<file path="config.mk">
export PLATFORM = sky130hd
export DESIGN_NAME = alu_cmd_sequencer
export DESIGN_NICKNAME = d
export VERILOG_FILES = /design/src/rtl/alu_cmd_sequencer.sv
export SDC_FILE = /design/constraint.sdc
export NUM_CORES = 1
export LEC_CHECK = 0
export CELL_PAD_IN_SITES_DETAIL_PLACEMENT = 1
export CELL_PAD_IN_SITES_GLOBAL_PLACEMENT = 1
export CORE_MARGIN = 1.5
export CORE_UTILIZATION = 30
export DETAILED_ROUTE_END_ITERATION = 8
export PLACE_DENSITY = 0.67
export RECOVER_POWER = 100
export SLEW_MARGIN = 20
export SYNTH_ARGS = -nofsm -noshare
export SYNTH_HDL_FRONTEND = slang
export SYNTH_SLANG_ARGS = --single-unit
</file>
<file path="constraint.sdc">
create_clock -name clk -period 2.5 [get_ports clk]
set_input_delay 0.75 -clock clk [delete_from_list [all_inputs] [get_ports clk]]
set_output_delay 0.75 -clock clk [all_outputs]
set_load 0.02 [all_outputs]
</file>
<file path="src/rtl/alu_cmd_sequencer.sv">
// Command FIFO and registered result stage around a combinational 4-bit ALU. A command pushed into an idle stage shows a result one edge later.
// in_ready drops when the FIFO is full. A stalled result holds steady while new commands keep queueing.
module alu_cmd_sequencer #(
  parameter int DEPTH = 4
) (
  input  logic                    clk,
  input  logic                    rst_n,
  input  logic                    in_valid,
  output logic                    in_ready,
  input  logic [2:0]              in_opcode,
  input  logic [3:0]              in_a,
  input  logic [3:0]              in_b,
  output logic [3:0]              alu_a,
  output logic [3:0]              alu_b,
  output logic [2:0]              alu_opcode,
  input  logic [7:0]              alu_result,
  input  logic                    alu_carry,
  output logic                    out_valid,
  input  logic                    out_ready,
  output logic [7:0]              out_result,
  output logic                    out_carry,
  output logic                    out_zero,
  output logic                    out_div0,
  output logic [2:0]              out_opcode,
  output logic [$clog2(DEPTH):0]  count
);

  localparam int AW = $clog2(DEPTH);
  localparam logic [AW:0] FULL = (AW + 1)'(DEPTH);
  localparam logic [2:0] OP_DIV = 3'b011;

  typedef struct packed {
    logic [2:0] opcode;
    logic [3:0] a;
    logic [3:0] b;
  } cmd_t;

  cmd_t          mem [DEPTH];
  cmd_t          in_cmd;
  cmd_t          head;
  logic [AW-1:0] wr_ptr;
  logic [AW-1:0] rd_ptr;
  logic          empty;
  logic          push;
  logic          issue;
  logic          load_ok;

  assign in_cmd   = '{opcode: in_opcode, a: in_a, b: in_b};
  assign empty    = (count == '0);
  // Count never exceeds DEPTH, so "not full" is the same as count < DEPTH.
  assign in_ready = (count != FULL);
  assign push     = in_valid & in_ready;
  assign load_ok  = ~out_valid | out_ready;
  assign issue    = ~empty & load_ok;

  // The ALU sees only the registered FIFO head, zeroed while empty.
  assign head       = empty ? '0 : mem[rd_ptr];
  assign alu_a      = head.a;
  assign alu_b      = head.b;
  assign alu_opcode = head.opcode;

  always_ff @(posedge clk) begin
    if (push) begin
      mem[wr_ptr] <= in_cmd;
    end
  end

  always_ff @(posedge clk or negedge rst_n) begin
    if (!rst_n) begin
      wr_ptr <= '0;
      rd_ptr <= '0;
      count  <= '0;
    end else begin
      if (push) begin
        wr_ptr <= wr_ptr + 1'b1;
      end
      if (issue) begin
        rd_ptr <= rd_ptr + 1'b1;
      end
      case ({push, issue})
        2'b10:   count <= count + 1'b1;
        2'b01:   count <= count - 1'b1;
        default: count <= count;
      endcase
    end
  end

  // Data fields keep their last value when the result is consumed with nothing behind it.
  always_ff @(posedge clk or negedge rst_n) begin
    if (!rst_n) begin
      out_valid  <= 1'b0;
      out_result <= '0;
      out_carry  <= 1'b0;
      out_zero   <= 1'b0;
      out_div0   <= 1'b0;
      out_opcode <= '0;
    end else if (issue) begin
      out_valid  <= 1'b1;
      out_result <= alu_result;
      out_carry  <= alu_carry;
      out_zero   <= (alu_result == 8'h00);
      out_div0   <= (alu_opcode == OP_DIV) && (alu_b == 4'h0);
      out_opcode <= alu_opcode;
    end else if (out_valid && out_ready) begin
      out_valid  <= 1'b0;
    end
  end

endmodule

</file>
### Word level (Yosys, flattened, before mapping)

Memories as Yosys holds them, arrays and structs flattened.
Index checks and enable logic that the tools add are counted.

| word-level totals | value |
|---|---|
| register bits after elaboration | 22 |
| memory bits (writable) | 44 |
| bits of input ports | 24 |
| output and inout bits | 30 |
| logic and storage cells | 36 |
| memories | 1 |

Memories:

| name | depth | width | rd ports | clocked after memory_dff | wr ports | RTL line | source |
|---|---|---|---|---|---|---|---|
| mem | 4 | 11 | 1 | 0 | 1 | 38 | `cmd_t mem [DEPTH];` |

| cells by class | value |
|---|---|
| add/subtract/negate cells | 4 |
| equality and inequality tests | 4 |
| muxes and demuxes | 6 |
| bitwise gates (word level) | 5 |
| reductions and logical operators | 7 |

Operators with widths:

| operator | count |
|---|---|
| $mux 11 | 1 |
| $logic_not 8->1 | 1 |
| $pmux 3 s2 | 1 |
| $add 2x1->2 const B | 2 |
| $logic_not 4->1 | 1 |
| $mux 1 | 4 |
| $reduce_bool 2->1 | 2 |
| $add 3x1->3 const B | 1 |
| $eq 3x2->1 const B | 1 |
| $logic_not 3->1 | 1 |
| $ne 3x3->1 const B | 1 |
| $sub 3x1->3 const B | 1 |
| $and 1x1->1 | 2 |
| $eq 2x1->1 const B | 1 |
| $eq 2x2->1 const B | 1 |
| $logic_and 1x1->1 | 2 |
| $not 1->1 | 2 |
| $or 1x1->1 | 1 |

### Longest topological paths before layout

| logic depth | value |
|---|---|
| word-level depth | 5 |
| gate-level depth with buffers | 10 |

### Least setup slack after synthesis

Ideal clock, no wire load.

| path | value |
|---|---|
| path type | input-to-reg |
| from | in out_ready |
| to | reg count[2] |
| setup time | 0.080 ns |
| arrival time | 2.376 ns |
| required time | 2.420 ns |
| setup slack | 0.044 ns |
| cell stages on the path | 9 |
| path through | inv_1 -> a21oi_2 -> buf_2 -> ha_1 -> inv_1 -> fa_1 -> xor2_1 -> nor2_1 -> xor2_1 |

| between the ends | value |
|---|---|
| word-level cells in the longest chain between the ends | 4 |

RTL lines:

| element | RTL line | source |
|---|---|---|
| from (decl) | 19 | `input logic out_ready,` |
| $or 1x1->1 (*) | 53 | `assign load_ok = ~out_valid \| out_ready;` |
| $and 1x1->1 (*) | 54 | `assign issue = ~empty & load_ok;` |
| named net issue | 45 | `logic issue;` |
| $eq 2x1->1 or $eq 2x2->1 (tied branches) | 80 | `case ({push, issue})` |
| $pmux 3 s2 or $reduce_bool 2->1 (tied branches) | -- |  |
| to (signal assigned) | 81 | `2'b10: count <= count + 1'b1;` |
| to (signal assigned) | 82 | `2'b01: count <= count - 1'b1;` |
| to (signal assigned) | 83 | `default: count <= count;` |
| to (decl) | 25 | `output logic [$clog2(DEPTH):0] count` |

The timed path passes the listed nets; every way through them passes the cells marked *.
A chain may end at the register's enable or synchronous reset.

### Final worst setup path

| path | value |
|---|---|
| from | reg rd_ptr[0] |
| to | out alu_opcode[1] |

| between the ends | value |
|---|---|
| word-level cells in the longest chain between the ends | 2 |

RTL lines:

| element | RTL line | source |
|---|---|---|
| from (decl) | 42 | `logic [AW-1:0] rd_ptr;` |
| from (signal assigned) | 78 | `rd_ptr <= rd_ptr + 1'b1;` |
| $mem_v2 4x11 | -- |  |
| $mux 11 | 57 | `assign head = empty ? '0 : mem[rd_ptr];` |
| to (decl) | 15 | `output logic [2:0] alu_opcode,` |

No other way between the ends.

==> results.md <==
- Final instance area: 3740 sq um
- 1st-iter DRT viols: 71
- CP Data Arrival Time: 1.74 ns
- CTS Sinks: 66
- GR peak layer: met2
- Met2 usage: 0.2169
- Inst Count DP: 324
- Placement Cell Area: 3502 sq um
- Setup Skew: 0.008056 ns
- GR Util met3: 0.04029
- Area Growth Syn to Fin: 39.02%
- Synth top area cells: edfxtp_1 49%, dfrtp_1 20%, mux4_1 7.8%, mux2_2 5.4%, nor2b_1 2.6%
- Clk_lat worst skew: 0.34 ns
- Result of the run: completed
- Fillcell total: 885
- Cell mode on critical path: buf_6
- Cell taking the most area after synthesis: edfxtp_1
- Worst EP required: 1.75 ns
- Fraction of layout cells with a size suffix above 1: 0.3519
- Top delay family on crit path: multiplexers
- Slowest CP cell: mux4_2
- Lkg Pwr: 1.447 nW
- Most frequent cells in the layout: 44 x edfxtp_1, 29 x clkdlybuf4s50_1, 21 x dfrtp_1
- CP Max Fanout: 5
- CP peak stage delay: 0.51 ns
- Synth warnings: 0
- Max Freq: 0.4020 GHz
- Pin count of the biggest net entering global routing: 23
- Vias/cell: 4.589
- Synth top area share: 0.4912
- Synth unique cells: 27
- Nets@finish: 258
- Drt first pass iters: 4
- DRC Markers: 0
- DRT Wirelength: 5.675 mm
- Max Cap Viol: 0
- CTS root buf: clkbuf_8
- Mapped Nets: 176
- R2r worst-path depth: 11
- Tcrit/Tclk final: 0.9950
- Post-synthesis cell area: 2690 sq um
- CTS H-Tree Depth: 3
- Die area: 9544 sq um
- Worst Setup End Kind: output pin
- Pins Over Slew Limit: 0
- Commonest non-fill, non-tap cell in the layout: edfxtp_1
- Die width: 97.70 microns
- GR Util All Layers: 0.1259
- Tightest Pin Transition: 1.308 ns
- Mean routed wirelength per cell: 16.64 microns
- CTS Buf Count: 9
- Core area: 8721 sq um
- Crit. path cell count: 4
- Post-Synthesis Cells: 146
- Initial core utilization: 0.3085
- CP Cell Sequence: buf_6, mux4_2, nor2b_4, buf_6
- First-pass GRT wire length: 8.997 mm
- Slew HR: 0.1280
- Final hold vios: 0
- GPL Wtd Cong: 0.6329
- Hold WC Path Type: flop to flop
- GRT overflow: 0
- Power Density: 1283 nW/um^2
- Antenna violations before repair: 0
- Hold Path Stages: 1
- RSZ-0062 raised after global routing: yes
- IO Pins: 54
- Critical path buffer and inverter count: 2
- Synth Area per Inst: 18.43 sq um
- CTS tree: built
- Port bufs: 53
- Layout Cells excl Fill: 341
- Finish-stage setup viols: 0
- Ant diodes: 0
- Clock slew at reported path FFs: 0.08 ns
- #FFs+latches synth: 66
- WS Path Type: flop to output pin
- Met1 GRT Util: 0.1468
- Vias in the first global route: 1724
- Final min period: 2.488 ns
- Seq/Total Area, Yosys: 0.6958
- DP HPWL: 3.867 mm
- FF-to-FF setup slack: 0.33 ns
- Die height: 97.70 microns
- Placement row count: 34
- Maximum vdd drop: 0.5187 mV
- Antenna-violating nets left: 0
- Via count: 1565
- CP startpoint kind: flop
- Clk buf depth: 2
[metal layers]
| layer | wire, microns | up-vias | part of all wire |
|---|---|---|---|
| met5 | 0 | - | 0 |
| met2 | 2975 | 37 | 0.52 |
| met4 | 82 | 0 | 0.014 |
| met3 | 239 | 10 | 0.042 |
| li1 | - | 710 | - |
| met1 | 2377 | 808 | 0.42 |
[cells in the mapped netlist (all sizes together)]
library cell	n
or4b	1
nand3	2
nor2	1
ha	5
nand2	1
xnor2	3
nand4bb	1
inv	10
and3	4
dfrtp	22
o22ai	1
mux2	13
xor2	3
nor4	2
nor2b	11
o21ai	2
mux4	11
buf	2
and2	1
nor3	1
edfxtp	44
clkbuf	2
mux2i	1
a21oi	1
fa	1
[kinds of logic (layout without fill, tap and decap cells)]
family	after synthesis	count (layout)	synth area share
buf+inv	14	101	0.02279
flops	66	66	0.6958
xor+xnor	6	6	0.01954
simple gates	25	25	0.05814
compound gates	4	4	0.01163
fa+ha+maj	6	6	0.03070
mux	25	25	0.1614
[flip-flops by register name (all words and copies together) (netlist names)]
register	count
out_valid	1
wr_ptr	2
out_opcode	3
out_carry	1
out_result	8
out_div0	1
count	3
out_zero	1
rd_ptr	2
mem	44
[timing repair]
action,CTS,global route
resized for setup,56,32
pin swaps,0,0
hold buffers,0,0
setup buffers,0,1
endpoints found under the setup margin,12,11
[layout make-up]
cell class,instances,area (sq um),share of cell area
sequential,66,1873,0.5008
inverter,10,37.54,0.01004
clock inverter,7,76.32,0.02041
tap,108,135.1,0.03613
timing repair buffer,75,714.4,0.1910
clock buffer,9,123.9,0.03312
multi-input combinational,66,779.5,0.2084
[worst paths after layout]
path	start	to
min in group asynchronous	rst_n	out_carry
worst min register to register	out_result[3]	out_result[3]
worst max register to register	count[0]	count[2]
max in group asynchronous	rst_n	rd_ptr[0]
worst max-delay path	rd_ptr[0]	alu_opcode[1]
worst min-delay path	out_result[3]	out_result[3]
[metrics by stage]
stage	total power, mW	util	setup TNS [ns]	setup slack [ns]	hold WS (ns)
global route	5.070	0.4288	-0.3657	-0.04621	0.5315
detailed placement	3.773	0.4016	-0.6002	-0.09523	0.5000
finish	4.797	0.4288	0	0.01246	0.5129
global placement	3.714	0.4016	-0.1791	-0.04390	0.4904
CTS	4.600	0.4187	-0.1414	-0.05037	0.5169
floorplan	2.743	-	0	0.04429	0.4544
[power by group]
part / switching (mW) / leakage (nW) / total [mW] / internal [mW]
Sequential: 0.141 / 0.661 / 1.62 / 1.48
Clock: 0.433 / 0.0962 / 0.899 / 0.467
Combinational: 1.06 / 0.690 / 2.27 / 1.22
Power figures use the tool's default switching activity.
